### config.mk
export PLATFORM = sky130hd
export DESIGN_NAME = ram_program_loader
export DESIGN_NICKNAME = d
export VERILOG_FILES = /design/src/rtl/ram_program_loader_pkg.sv /design/src/rtl/ram_program_loader.sv
export SDC_FILE = /design/constraint.sdc
export NUM_CORES = 1
export LEC_CHECK = 0
export CAP_MARGIN = 40
export CORE_AREA = 4 4 68 70
export DETAILED_ROUTE_END_ITERATION = 8
export DIE_AREA = 0 0 72 74
export PLACE_DENSITY = 0.69
export SETUP_SLACK_MARGIN = 0.1
export SYNTH_ARGS = -nofsm -noshare
export SYNTH_HDL_FRONTEND = slang
export SYNTH_SLANG_ARGS = --single-unit
### constraint.sdc
create_clock -name i_clk -period 4.63 [get_ports i_clk]
set_input_delay 0.926 -clock i_clk [delete_from_list [all_inputs] [get_ports i_clk]]
set_output_delay 0.926 -clock i_clk [all_outputs]
set_load 0.1 [all_outputs]
### src/rtl/ram_program_loader_pkg.sv
// Shared constants and FSM state type for the program RAM loader.
package ram_program_loader_pkg;

  localparam int unsigned LDR_DATA_WIDTH = 8;
  localparam int unsigned LDR_MEM_SIZE   = 16;

  typedef enum logic [1:0] {
    IDLE   = 2'd0,
    LOAD   = 2'd1,
    FINISH = 2'd2
  } loader_state_t;

endpackage

### src/rtl/ram_program_loader.sv
// Streams a byte sequence into sequential program RAM addresses from 0 and
// holds the CPU off while loading; pulses done and keeps a running checksum.
module ram_program_loader
  import ram_program_loader_pkg::*;
#(
  parameter int unsigned DATA_WIDTH = LDR_DATA_WIDTH,
  parameter int unsigned MEM_SIZE   = LDR_MEM_SIZE
) (
  input  logic                  i_clk,
  input  logic                  i_rst,
  input  logic                  i_start,
  input  logic [DATA_WIDTH-1:0] i_len,
  input  logic                  i_abort,
  input  logic                  i_valid,
  input  logic [DATA_WIDTH-1:0] i_data,
  output logic                  o_ready,
  output logic                  o_we,
  output logic [DATA_WIDTH-1:0] o_addr,
  output logic [DATA_WIDTH-1:0] o_data,
  output logic                  o_busy,
  output logic                  o_done,
  output logic [DATA_WIDTH-1:0] o_checksum
);

  localparam int unsigned ADDR_WIDTH = $clog2(MEM_SIZE);
  // One extra bit so a full-depth length (MEM_SIZE) is representable.
  localparam int unsigned LEN_WIDTH  = ADDR_WIDTH + 1;

  loader_state_t         state_q, state_d;
  logic [ADDR_WIDTH-1:0] cnt_q, cnt_d;
  logic [LEN_WIDTH-1:0]  len_q, len_d;
  logic                  we_q, we_d;
  logic [DATA_WIDTH-1:0] addr_q, addr_d;
  logic [DATA_WIDTH-1:0] data_q, data_d;
  logic                  done_q, done_d;
  logic [DATA_WIDTH-1:0] sum_q, sum_d;

  logic                  hs;
  logic                  last_word;
  logic [LEN_WIDTH-1:0]  len_clamped;

  always_comb begin
    if ((i_len == '0) || (i_len > DATA_WIDTH'(MEM_SIZE))) begin
      len_clamped = LEN_WIDTH'(MEM_SIZE);
    end else begin
      len_clamped = LEN_WIDTH'(i_len);
    end
  end

  // Abort wins over a concurrent handshake: that byte is dropped.
  assign hs        = (state_q == LOAD) && i_valid && !i_abort;
  assign last_word = ({1'b0, cnt_q} == (len_q - LEN_WIDTH'(1)));

  always_comb begin
    state_d = state_q;
    cnt_d   = cnt_q;
    len_d   = len_q;
    we_d    = 1'b0;
    addr_d  = addr_q;
    data_d  = data_q;
    done_d  = 1'b0;
    sum_d   = sum_q;

    case (state_q)
      IDLE: begin
        if (i_start && !i_abort) begin
          cnt_d   = '0;
          sum_d   = '0;
          len_d   = len_clamped;
          state_d = LOAD;
        end
      end
      LOAD: begin
        if (i_abort) begin
          state_d = IDLE;
        end else if (hs) begin
          we_d   = 1'b1;
          addr_d = DATA_WIDTH'(cnt_q);
          data_d = i_data;
          sum_d  = sum_q + i_data;
          cnt_d  = cnt_q + ADDR_WIDTH'(1);
          if (last_word) begin
            state_d = FINISH;
          end
        end
      end
      FINISH: begin
        state_d = IDLE;
        done_d  = !i_abort;
      end
      default: begin
        state_d = IDLE;
      end
    endcase
  end

  always_ff @(posedge i_clk or posedge i_rst) begin
    if (i_rst) begin
      state_q <= IDLE;
      cnt_q   <= '0;
      len_q   <= '0;
      we_q    <= 1'b0;
      addr_q  <= '0;
      data_q  <= '0;
      done_q  <= 1'b0;
      sum_q   <= '0;
    end else begin
      state_q <= state_d;
      cnt_q   <= cnt_d;
      len_q   <= len_d;
      we_q    <= we_d;
      addr_q  <= addr_d;
      data_q  <= data_d;
      done_q  <= done_d;
      sum_q   <= sum_d;
    end
  end

  assign o_ready    = (state_q == LOAD);
  assign o_busy     = (state_q != IDLE);
  assign o_we       = we_q;
  assign o_addr     = addr_q;
  assign o_data     = data_q;
  assign o_done     = done_q;
  assign o_checksum = sum_q;

endmodule

==> flow_summary.json <==
{
  "status": "finished clean",
  "slew_viol_final": 0,
  "drtIter0Drc": 89,
  "ctsHoldBuffers": 0,
  "dp_hpwl_um": 3210,
  "place_inst": 300,
  "post_cts_resized": 0,
  "syn-mean-instance-area_um2": 9.38,
  "p_leak_nw": 1.26,
  "hold_class": "reg2reg",
  "grt_usage_pct": 17.3,
  "ys_seq_area_share_pct": 47.6,
  "rsz0062_at_grt": "no",
  "final_common_cell": "nand2_1",
  "cts_max_level": 2,
  "syn_area_mm2": 0.00174,
  "ir_drop_mv": 0.320,
  "period_minus_slack_ns": 2.74,
  "postSynthCellCount": 185,
  "dp_worst_setup_slack_ns": 1.63,
  "gp_congestion": 0.790,
  "cp.arrival_ns": 2.96,
  "routedWlPerCell_um": 13.9,
  "worstMarginPinSlew_ns": 0.681,
  "ant_nets": 0,
  "crit_path_end_kind": "register",
  "cts_setup_buffers": 0,
  "fin_ws_ns": 1.89,
  "finClkSkew_ns": 0.00614,
  "finalCritPeriodShare_pct": 59.2,
  "cts_tree": "done",
  "hold_ws_ns": 0.474,
  "nNetsFinal": 288,
  "maxCapViolations": 0,
  "grt_max_degree": 34,
  "wl_um": 4290,
  "final_cell_mix": "nand2_1, clkdlybuf4s50_1, dfrtp_1, buf_8, o21ai_0",
  "io_buffers": 44,
  "cp_max_fo": 28,
  "crit_slowest_cell": "inv_1",
  "synth_edf_count": 0,
  "cts.path.max_buffers": 2,
  "cts-buffers-inserted": 5,
  "dieArea_mm2": 0.00533,
  "finalSetupViolCount": 0,
  "clkTransAtPathRegs_ns": 0.07,
  "ys_dominant_reg_cell": "dfrtp_1",
  "drc_errors": 0,
  "async_flop_share_pct": 100,
  "start_util_pct": 43.7,
  "max-slew-margin-rel_pct": 54.6,
  "die_height_um": 74,
  "core_mm2": 0.00397,
  "crit_family": "buffers and inverters",
  "critPathLaunchType": "primary input",
  "tns_ns": 0,
  "cp.required_ns": 4.85,
  "synth_cell_types": 39,
  "critPathMaxStageDelay_ns": 0.53,
  "ys_ff_latch": 33,
  "fp-row-count": 23,
  "grt_pass1_vias": 1515,
  "vias": 1555,
  "crit_type": "in2reg",
  "viasPerCell": 5.05,
  "antenna_found_initial": 0,
  "gr-total-overflow": 0,
  "clk-insertion-delay-late_ns": 0.28,
  "firstDrtPassIters": 4,
  "area_delta_synth_final_pct": 56.2,
  "fp.dieW_um": 72,
  "finalHoldViolCount": 0,
  "path_cells": "clkdlybuf4s50_1 > nor3b_1 > nand2_1 > buf_4 > inv_1 > nand4_1 > xor2_1 > nor2_1",
  "nFillCells": 306,
  "cts_num_sinks": 33,
  "instances_no_fill": 308,
  "powerDensity_mw_per_mm2": 528,
  "fmax_mhz": 365,
  "n_antenna_cell": 0,
  "cts_root_buffer": "clkbuf_8",
  "drive_gt1_share_pct": 14.7,
  "synth_warnings": 0,
  "grt_pass1_wl_um": 7070,
  "io_pins": 49,
  "worst-path-buf-inv": 3
}
[metrics by stage]
step           util, %  cell area (µm²)  power, mW
4_1_cts           68.2             2710       1.44
5_1_grt           68.2             2710       1.50
3_5_place_dp      65.3             2590       1.16
3_3_place_gp      55.8             2220      0.997
6_report          68.2             2710       1.43
2_1_floorplan        -             1750      0.854
[kinds of logic after synthesis]
group	share of synthesized area, %
and+or+nand+nor	22.4
AOI/OAI and AO/OA	12.7
DFF	47.6
buffers and inverters	3.89
adders and majority gates	7.64
xor gates and xnor gates	5.05
other	0.216
muxes	0.577
[report_power, final]
part	switching [mW]	internal, mW	total [mW]
clock network	0.105	0.175	0.280
registers	0.0389	0.337	0.376
logic	0.492	0.284	0.777
[cell usage after synthesis (5+ instances only)]
library cell  count  area share (%)
nand2_1          48              10
dfrtp_1          33              48
o21ai_0          13             3.7
ha_1              9             6.5
nand3_1           9             2.6
nor2_1            6             1.3
xnor2_1           6             3.0
inv_1             5             1.1
[final timing paths]
kind                       startpoint            end  slack [ns]  cells past startpoint
setup / recovery              i_abort       cnt_q[3]        1.89                      8
hold / removal              o_data[0]      o_data[0]        0.47                      2
setup reg to reg           state_q[1]       cnt_q[3]        2.58                      7
hold reg to reg             o_data[0]      o_data[0]        0.47                      2
max in group asynchronous       i_rst  o_checksum[5]        3.29                      3
min in group asynchronous       i_rst       cnt_q[1]        1.05                      3
[worst register-to-register path, stage by stage, from the launching register on]
cell and delay (ns):
dfrtp_1 0.43, nor3b_1 0.26, nand2_1 0.08, buf_4 0.22, inv_1 0.55, nand4_1 0.20, xor2_1 0.17, nor2_1 0.09
[flip-flops by register name, summed over array words and instances, names as in the netlist]
signal / cells
state_q: 2
cnt_q: 4
o_we: 1
o_data: 8
o_done: 1
o_checksum: 8
len_q: 5
o_addr: 4
[final cells by class]
type | count | area, µm² | area share [%]
multi-input combinational | 141 | 853 | 31.5
timing repair buffer | 71 | 833 | 30.7
sequential | 33 | 826 | 30.5
clock buffer | 7 | 86.3 | 3.19
tap | 50 | 62.6 | 2.31
clock inverter | 1 | 30.0 | 1.11
inverter | 5 | 18.8 | 0.693
[layer usage]
layer	global-route usage (%)	routed length, µm	vias up
met5	0	0	-
met4	6.89	64	0
met3	3.78	201	7
met2	29.2	2130	39
met1	21.9	1890	735
li1	-	-	774
Note: power is estimated with default switching activity, not from simulation.
